--- src/rtl/pipe_ex_mem_stage.sv ---
// pipe_ex_mem_stage
// -----------------
// EX/MEM pipeline stage. The store byte mask, the lane-aligned store data and
// the misalignment flag are computed from the incoming address and funct3.
// They are registered together with the beat.
//
// Parameters
//   XLEN       datapath width, 32 or 64
//   PAYLOAD_W  width of the opaque pass-through bundle
//   SKID       1: two-entry skid buffer, in_ready comes from a register
//              0: single register, in_ready = out_ready || !out_valid
//
// Ports
//   clk, rst            clock; synchronous active-high reset
//   i_flush             drop every held beat and the beat presented this cycle
//   i_in_valid/o_in_ready, i_in_payload, i_in_is_store, i_in_funct3,
//   i_in_addr, i_in_wdata                        upstream beat
//   o_out_valid/i_out_ready, o_out_payload, o_out_addr, o_out_wdata,
//   o_out_wmask, o_out_misaligned                downstream beat
//   o_dbg_state         FSM state (0 EMPTY, 1 ONE, 2 TWO)
//
// Handshake: a beat moves across an interface on a rising clock edge where
// valid and ready are both high. A producer holding valid keeps its data
// stable until the beat is taken. The outputs stay stable while out_valid is
// high and out_ready is low. i_flush has priority over both transfers. rst
// also drops every beat.
module pipe_ex_mem_stage #(
  parameter int XLEN      = 32,
  parameter int PAYLOAD_W = 96,
  parameter int SKID      = 1
) (
  input  logic                 clk,
  input  logic                 rst,
  input  logic                 i_flush,
  input  logic                 i_in_valid,
  output logic                 o_in_ready,
  input  logic [PAYLOAD_W-1:0] i_in_payload,
  input  logic                 i_in_is_store,
  input  logic [2:0]           i_in_funct3,
  input  logic [XLEN-1:0]      i_in_addr,
  input  logic [XLEN-1:0]      i_in_wdata,
  output logic                 o_out_valid,
  input  logic                 i_out_ready,
  output logic [PAYLOAD_W-1:0] o_out_payload,
  output logic [XLEN-1:0]      o_out_addr,
  output logic [XLEN-1:0]      o_out_wdata,
  output logic [XLEN/8-1:0]    o_out_wmask,
  output logic                 o_out_misaligned,
  output logic [1:0]           o_dbg_state
);

  localparam int NB    = XLEN / 8;
  localparam int OFFW  = $clog2(NB);
  localparam int ENT_W = PAYLOAD_W + 2 * XLEN + NB + 1;

  typedef enum logic [1:0] {
    ST_EMPTY = 2'd0,
    ST_ONE   = 2'd1,
    ST_TWO   = 2'd2
  } state_t;

  // ---------------------------------------------------------------------------
  // Store lane computation on the incoming beat
  // ---------------------------------------------------------------------------
  logic [OFFW-1:0]  w_off;
  logic [OFFW-1:0]  w_align;   // low offset bits that must be zero for this size
  logic [7:0]       w_base;    // mask of the access width before shifting
  logic             w_size_ok; // access width fits the datapath
  logic [NB-1:0]    w_wmask;
  logic [XLEN-1:0]  w_wdata;
  logic             w_mis;
  logic [ENT_W-1:0] w_in_ent;

  assign w_off = i_in_addr[OFFW-1:0];

  always_comb begin
    w_base    = 8'hFF;
    w_align   = '1;
    w_size_ok = 1'b1;
    case (i_in_funct3[1:0])
      2'b00: begin w_base = 8'h01; w_align = OFFW'(0); end
      2'b01: begin w_base = 8'h03; w_align = OFFW'(1); end
      2'b10: begin w_base = 8'h0F; w_align = OFFW'(3); end
      default: begin
        w_base    = 8'hFF;
        w_align   = OFFW'(7);
        w_size_ok = (XLEN == 64);
      end
    endcase
  end

  // Non-stores and misaligned stores keep the data unshifted and the mask empty.
  always_comb begin
    w_mis   = 1'b0;
    w_wmask = '0;
    w_wdata = i_in_wdata;
    if (i_in_is_store) begin
      if (!w_size_ok || ((w_off & w_align) != '0)) begin
        w_mis = 1'b1;
      end else begin
        w_wmask = w_base[NB-1:0] << w_off;
        w_wdata = i_in_wdata << {w_off, 3'b000};
      end
    end
  end

  assign w_in_ent = {i_in_payload, i_in_addr, w_wdata, w_wmask, w_mis};

  // ---------------------------------------------------------------------------
  // Control FSM
  // ---------------------------------------------------------------------------
  state_t           r_state;
  state_t           w_state_nxt;
  logic [ENT_W-1:0] r_main;
  logic [ENT_W-1:0] r_skid;
  logic             w_acc;
  logic             w_drn;
  logic             w_ld_main_in;
  logic             w_ld_main_skid;
  logic             w_ld_skid;
  logic             w_clr;

  assign o_out_valid = (r_state != ST_EMPTY);
  assign o_dbg_state = r_state;
  assign w_acc       = i_in_valid && o_in_ready;
  assign w_drn       = o_out_valid && i_out_ready;

  always_comb begin
    w_state_nxt    = r_state;
    w_ld_main_in   = 1'b0;
    w_ld_main_skid = 1'b0;
    w_ld_skid      = 1'b0;
    w_clr          = 1'b0;
    if (i_flush) begin
      w_state_nxt = ST_EMPTY;
      w_clr       = 1'b1;
    end else begin
      case (r_state)
        ST_EMPTY: begin
          if (w_acc) begin
            w_state_nxt  = ST_ONE;
            w_ld_main_in = 1'b1;
          end
        end
        ST_ONE: begin
          if (w_acc && w_drn) begin
            w_ld_main_in = 1'b1;
          end else if (w_acc && (SKID != 0)) begin
            // The main entry is still owed downstream, so the new beat parks in the skid entry.
            w_state_nxt = ST_TWO;
            w_ld_skid   = 1'b1;
          end else if (w_drn) begin
            w_state_nxt = ST_EMPTY;
          end
        end
        ST_TWO: begin
          if (w_drn) begin
            w_state_nxt    = ST_ONE;
            w_ld_main_skid = 1'b1;
          end
        end
        default: w_state_nxt = ST_EMPTY;
      endcase
    end
  end

  always_ff @(posedge clk) begin
    if (rst) begin
      r_state <= ST_EMPTY;
      r_main  <= '0;
      r_skid  <= '0;
    end else begin
      r_state <= w_state_nxt;
      if (w_clr) begin
        r_main <= '0;
        r_skid <= '0;
      end else begin
        if (w_ld_main_in) begin
          r_main <= w_in_ent;
        end else if (w_ld_main_skid) begin
          r_main <= r_skid;
        end
        if (w_ld_skid) begin
          r_skid <= w_in_ent;
        end
      end
    end
  end

  assign {o_out_payload, o_out_addr, o_out_wdata, o_out_wmask, o_out_misaligned} = r_main;

  // ---------------------------------------------------------------------------
  // in_ready
  // ---------------------------------------------------------------------------
  generate
    if (SKID != 0) begin : g_skid
      logic r_in_ready;
      // Registered from the next state, so there is no combinational path from i_out_ready.
      always_ff @(posedge clk) begin
        if (rst) begin
          r_in_ready <= 1'b1;
        end else begin
          r_in_ready <= (w_state_nxt != ST_TWO);
        end
      end
      assign o_in_ready = r_in_ready && !rst;
    end else begin : g_noskid
      assign o_in_ready = !rst && (i_out_ready || (r_state == ST_EMPTY));
    end
  endgenerate

endmodule
--- config.mk ---
export PLATFORM = sky130hd
export DESIGN_NAME = pipe_ex_mem_stage
export DESIGN_NICKNAME = d
export VERILOG_FILES = /design/src/rtl/pipe_ex_mem_stage.sv
export SDC_FILE = /design/constraint.sdc
export NUM_CORES = 1
export LEC_CHECK = 0
export ABC_AREA = 0
export CAP_MARGIN = 20
export CORE_ASPECT_RATIO = 0.9
export CORE_MARGIN = 8
export CORE_UTILIZATION = 45
export DETAILED_ROUTE_END_ITERATION = 7
export GPL_TIMING_DRIVEN = 0
export PLACE_DENSITY = 0.77
export SLEW_MARGIN = 20
export SYNTH_ARGS = -nofsm -noshare
export SYNTH_HDL_FRONTEND = slang
export SYNTH_SLANG_ARGS = --single-unit
export TNS_END_PERCENT = 100
--- constraint.sdc ---
create_clock -name clk -period 1.5 [get_ports clk]
set_input_delay 0.15 -clock clk [delete_from_list [all_inputs] [get_ports clk]]
set_output_delay 0.15 -clock clk [all_outputs]
set_load 0.005 [all_outputs]
==> impl_results.md, run 1 <==
* Hold WS at between 0.15 and 0.2 ns
* Vias at between 10000 and 15000
* Critical path required time at 1.88 ns
* Largest net degree at the start of global routing at 14
* Gr busiest metal: met2
* Status: finished with violations
* IO Pins at between 300 and 400
* Placed Area at 17800 um^2
* Worst Max-Slew Pin Slew at 0.789 ns
* Synth cell types at approximately 50
* Reg2Reg Depth at 6
* Final worst setup slack at -0.308 ns
* TritonCTS Buffers at 37
* CTS Sinks at ~330
* Most frequent cells in the layout: nand2_1, clkdlybuf4s50_1, dfxtp_1, a21oi_1, a311oi_2
* Failing checks: negative setup slack
* Flop-to-flop setup slack at -0.31 ns
* CTS H-tree depth at 2
* Syn Inst Count at 1717
* Met2 Use GR at 45.8%
* YS warnings at 0
* Initial antenna violation count at 6
* R2r endpoint: r_main[91]
* Post-route minimum period at 1.81 ns
* Violation count after the first detailed-route iteration at 1253
* Ys flop type: dfxtp_1
* Sequential area share after synthesis at between 40 and 50%
* Congestion Overflow GR at 0
* DRC Markers at 0
* CP Class: reg -> reg
* Clock Latency Late Sink at 0.52 ns
* Fin cells at 2585
* Final Cycle Share at 121%
* CTS clk-pin slew, worst paths at 0.06 ns
* Share of cells above drive strength 1 at 27.9%
* GR Util met3 at around 7.3%
* Max Cap Viol at 0
* Die area at 36500 um^2
* Clock skew at 0.0117 ns
* Crit start category: flip-flop
* WL per Instance at 22.0 um
* DIE HEIGHT at 182 um
* Placed Instances at 2458
* Clock root buffer: clkbuf_16
* Leakage power at 7.37 nW
* CTS tree: yes
* Crit Reg-Reg Startpoint: o_dbg_state[0]
* Startpoint of the worst hold path: i_in_is_store
* Total Wirelength at 56800 um
* M1 GR Usage at approximately a third
* Syn_area_per_cell at 8.04 um^2
* Antenna-violating nets left at 0
* Endpoints failing setup at around 460
* Port Buffers at ~330
* Syn Nets at 1886
* Maximum VDD drop at 0.748 mV
* Nets at 2317
* Slew Limit Fails at 0
* Worst hold path endpoint: r_skid[3]
* Fin area at 22200 um^2
* Hold Path Cell Cnt at 5
* Largest fanout on the critical path at 10
* DP Worst Slack at -1.42 ns
* Max Fclk at around 550 MHz
* RD Place Congestion at about 0.92
* Number of synthesized register bits at 333
* Setup TNS Final at -68.71 ns
* Slew HR at 47.4%
* TritonRoute pass-1 iters at 5
* Post-synth EDFFs at 0
* Bufs on Longest Clock Path at 3
* CTS Hold Bufs at 0
* Vias in the first global route at 15000
* First-pass GRT wire length at approximately 84000 um
* Synth async-reset ratio at 0%
* Final Hold Fails at 0
* Num rows at 61
* Unrepaired setup endpoints after global routing: yes
* Min-Delay Path Class: in -> reg
* Core area at between 30000 and 40000 um^2
* GRT Total Usage at approximately 28%
* Worst setup EP type: flip-flop
* PD cells at 909 nW/um^2
* Initial Util at 45.2%
* Area Growth Syn to Fin at 60.9%
* DIE WIDTH at 201 um
* Post-Synthesis Cell Area at between 10000 and 15000 um^2
* Vias per cell at 5.79
* Commonest non-fill, non-tap cell in the layout: nand2_1
* DP HPWL at 36400 um
* CP arrival at 2.19 ns
critical path, cell delays in order, from the launching register on:
cell and delay [ns]:
dfxtp_4 0.36, and2b_2 0.24, or3_4 0.48, clkbuf_16 0.22
buf_12 0.17, nor2_2 0.13, a311oi_2 0.07
per-stage QoR:
stage | total power, mW | utilization, %
2_1_floorplan | 9.88 | -
4_1_cts | 19.9 | 68.3
5_1_grt | 20.7 | 72.8
6_report | 20.2 | 72.8
3_5_place_dp | 10.9 | 58.3
3_3_place_gp | 10.9 | 58.3
metal layers:
layer,vias up,routed length [um]
met5,-,49
met4,8,2220
met3,150,4730
met2,724,26700
met1,7250,23100
li1,6845,-
layout make-up:
type / instances / area, um^2
diodes: 2 / 5.00
plain buffers: 154 / 1440
clock buffers: 53 / 1040
clock inverters: 12 / 141
fillers: 2191 / 8320
inverters: 2 / 7.51
multi-input cells: 1222 / 8040
flip-flops and latches: 333 / 6680
well taps: 409 / 512
repair buffers: 398 / 4350
synthesized netlist by cell type, types with 5 or more instances:
cell type / count / share of area, %
nor2_1: 137 / 3.7
dfxtp_1: 333 / 48
o21ai_0: 36 / 1.3
mux2i_1: 12 / 0.87
o221ai_1: 5 / 0.32
nand3_1: 22 / 0.80
and2_1: 15 / 0.68
a22oi_1: 5 / 0.27
a221oi_1: 8 / 0.51
nand2b_1: 11 / 0.50
a21oi_1: 179 / 6.5
nand4b_1: 8 / 0.51
nand2_1: 549 / 15
nand4_1: 6 / 0.27
a311oi_1: 119 / 7.6
buf_4: 8 / 0.44
nor3_1: 10 / 0.36
a311oi_2: 20 / 2.2
buf_6: 11 / 0.90
clkbuf_1: 86 / 2.3
a211oi_1: 37 / 2.0
buf_2: 46 / 1.7
buf_1: 9 / 0.24
worst max path at each step:
stage,start,to,slack (ns),cells past startpoint
finish,o_dbg_state[0],r_main[91],-0.31,6
global route,o_dbg_state[0],r_main[91],-0.35,6
CTS,o_dbg_state[1],r_main[141],-0.34,7
detailed placement,i_out_ready,r_skid[160],-1.42,7
global placement,i_out_ready,r_skid[163],-1.43,7
floorplan,o_dbg_state[1],r_main[117],-0.1,7
where the power goes:
part | internal (mW) | switching [mW]
Sequential | 8.95 | 0.0705
Combinational | 1.04 | 1.14
Clock | 5.33 | 3.66
Total | 15.3 | 4.87
state kept, by name (all words and copies together), names as in the netlist:
register	flops
g_skid.r_in_ready	1
o_dbg_state	2
r_main	165
r_skid	165
kinds of logic after synthesis:
family	share of synthesized area [%]
AO/OA/AOI/OAI	21.6
AND/OR/NAND/NOR	23.3
XOR/XNOR	0.0635
buffers and inverters	5.64
multiplexers	1.12
flip-flops	48.3
repair_timing:
action / CTS / global route
endpoints found under the setup margin: 501 / 499
gates cloned: 21 / 5
resized for setup: 342 / 346
pin swaps: 65 / 43
setup buffers: 29 / 20
(Power assumes the default switching activity.)
==> run 2: changes to the inputs <==
--- a/config.mk
+++ b/config.mk
@@ -13,6 +13,7 @@
 export DETAILED_ROUTE_END_ITERATION = 7
 export GPL_TIMING_DRIVEN = 0
 export PLACE_DENSITY = 0.77
+export SKIP_CTS_REPAIR_TIMING = 1
 export SLEW_MARGIN = 20
 export SYNTH_ARGS = -nofsm -noshare
 export SYNTH_HDL_FRONTEND = slang
==> impl_results.md, run 2 (synthesized netlist as in run 1, its figures left out) <==
* Status: finished with violations (unchanged)
* Failing checks: negative setup slack (unchanged)
* Most frequent cells in the layout: nand2_1, clkdlybuf4s50_1, dfxtp_1, a21oi_2, nand2_4 (was nand2_1, clkdlybuf4s50_1, dfxtp_1, a21oi_1, a311oi_2)
* Initial Util at 45.2% (unchanged)
* PD cells at 906 nW/um^2 (was 909 nW/um^2)
* First-pass GRT wire length at 78200 um (was 84400 um)
* Initial antenna violation count at 7 (was 6)
* CTS tree: yes (unchanged)
* Vias at 15200 (was 15000)
* Clock Latency Late Sink at 0.51 ns (was 0.52 ns)
* Port Buffers at 332 (unchanged)
* CP Class: reg -> reg (unchanged)
* Worst setup EP type: flip-flop (unchanged)
* Clock skew at 0.0106 ns (was 0.0117 ns)
* Maximum VDD drop at 0.735 mV (was 0.748 mV)
* Max Cap Viol at 0 (unchanged)
* Nets at 2304 (was 2317)
* CTS H-tree depth at 2 (unchanged)
* Area Growth Syn to Fin at 60.4% (was 60.9%)
* TritonRoute pass-1 iters at 5 (unchanged)
* DIE HEIGHT at 182 um (unchanged)
* Final Cycle Share at 119% (was 121%)
* GRT Total Usage at 26.0% (was 28.2%)
* Min-Delay Path Class: in -> reg (unchanged)
* Final worst setup slack at -0.287 ns (was -0.308 ns)
* Met3 Routed Length at 4750 um (was 4730 um)
* Total Wirelength at 55700 um (was 56800 um)
* WL per Instance at 21.6 um (was 22.0 um)
* Max Fclk at 560 MHz (was 553 MHz)
* Die area at 36500 um^2 (unchanged)
* Placed Area at 17800 um^2 (unchanged)
* Leakage power at 7.71 nW (was 7.37 nW)
* DIE WIDTH at 201 um (unchanged)
* Worst Max-Slew Pin Slew at 0.741 ns (was 0.789 ns)
* DRC Markers at 0 (unchanged)
* Fin area at 22100 um^2 (was 22200 um^2)
* CP arrival at 2.20 ns (was 2.19 ns)
* Unrepaired setup endpoints after global routing: yes (unchanged)
* Antenna-violating nets left at 0 (unchanged)
* Slew HR at 50.6% (was 47.4%)
* CTS Sinks at 333 (unchanged)
* Highest routing layer actually used: met5 (unchanged)
* DP HPWL at 36400 um (unchanged)
* Core area at 30500 um^2 (unchanged)
* WL met1 at 22600 um (was 23100 um)
* Clock root buffer: clkbuf_16 (unchanged)
* Congestion Overflow GR at 0 (unchanged)
* RD Place Congestion at 0.917 (unchanged)
* Post-route minimum period at 1.79 ns (was 1.81 ns)
* Power Total at 20.1 mW (was 20.2 mW)
* Fillers at 2177 (was 2191)
* Vias per cell at 5.90 (was 5.79)
* Final Hold Fails at 0 (unchanged)
* Violation count after the first detailed-route iteration at 1249 (was 1253)
* Num rows at 61 (unchanged)
* Critical path required time at 1.91 ns (was 1.88 ns)
* Slew Limit Fails at 0 (unchanged)
* Largest net degree at the start of global routing at 14 (unchanged)
* Vias in the first global route at 14100 (was 15000)
* Share of cells above drive strength 1 at 29.2% (was 27.9%)
* Hold Path Cell Cnt at 5 (unchanged)
* Crit start category: flip-flop (unchanged)
* Endpoints failing setup at 455 (was 464)
* Reg2Reg Depth at 7 (was 6)
* Detail Route met2 WL at 26100 um (was 26700 um)
* Commonest non-fill, non-tap cell in the layout: nand2_1 (unchanged)
* CTS clk-pin slew, worst paths at 0.06 ns (about the same)
* IO Pins at 338 (unchanged)
* TritonCTS Buffers at 37 (unchanged)
* Bufs on Longest Clock Path at 3 (unchanged)
* Largest fanout on the critical path at 10 (unchanged)
run 2: cell count changes in the layout (fill, tap and decap cells not counted), sizes merged:
cell          change
buf              -19
clkbuf            +5
dlygate4sd2       -1
dlymetal6s2s      +2
run 2: path summary, 6_finish.rpt:
path                   from     endpoint  slack [ns]
max          o_dbg_state[0]  r_main[111]       -0.29
min           i_in_is_store    r_skid[3]        0.17
max reg2reg  o_dbg_state[0]  r_main[111]       -0.29
min reg2reg     r_skid[153]  r_skid[153]        0.45
run 2: power by group:
part	switching [mW]	leakage [nW]	internal (mW)	total, mW
clock	3.65	0.585	5.33	8.97
combinational	1.11	4.43	0.962	2.07
sequential	0.0696	2.69	8.95	9.02
total	4.82	7.71	15.2	20.1
run 2: worst max-delay path, cell delays in order (launching register included):
cell and delay (ns):
dfxtp_2 0.40, nand3b_1 0.18, or2_4 0.13, buf_4 0.15, buf_6 0.17, clkbuf_2 0.24
nand2_1 0.12, a311oi_2 0.30
run 2: final cells by class:
cell class / instances / area (um^2) / area share, %
flip-flops and latches: 333 / 6670 / 30.1
well taps: 409 / 512 / 2.31
plain buffers: 157 / 1380 / 6.22
repair buffers: 382 / 4250 / 19.2
clock buffers: 53 / 1040 / 4.68
clock inverters: 12 / 141 / 0.639
multi-input cells: 1222 / 8140 / 36.8
diodes: 2 / 5.00 / 0.0226
inverters: 2 / 7.51 / 0.0339
run 2: routing by layer:
| layer | global-route usage [%] | vias up |
|---|---|---|
| met5 | 0 | - |
| met4 | 10.5 | 10 |
| met3 | 6.74 | 157 |
| met2 | 41.2 | 756 |
| met1 | 33.4 | 7422 |
| li1 | - | 6831 |
run 2: through the flow:
| step | TNS, ns | utilization (%) | hold slack (ns) | instances | worst slack (ns) |
|---|---|---|---|---|---|
| finish | -71.84 | 72.5 | 0.174 | 2572 | -0.287 |
| global route | -99.95 | 72.5 | 0.158 | 2572 | -0.400 |
| CTS | -260.96 | 62.1 | 0.131 | 2523 | -1.09 |
| detailed placement | -378.85 | 58.3 | 0.447 | 2458 | -1.42 |
| global placement | -381.99 | 58.3 | 0.441 | 2458 | -1.43 |
| floorplan | -11.41 | - | 0.268 | 1717 | -0.0994 |
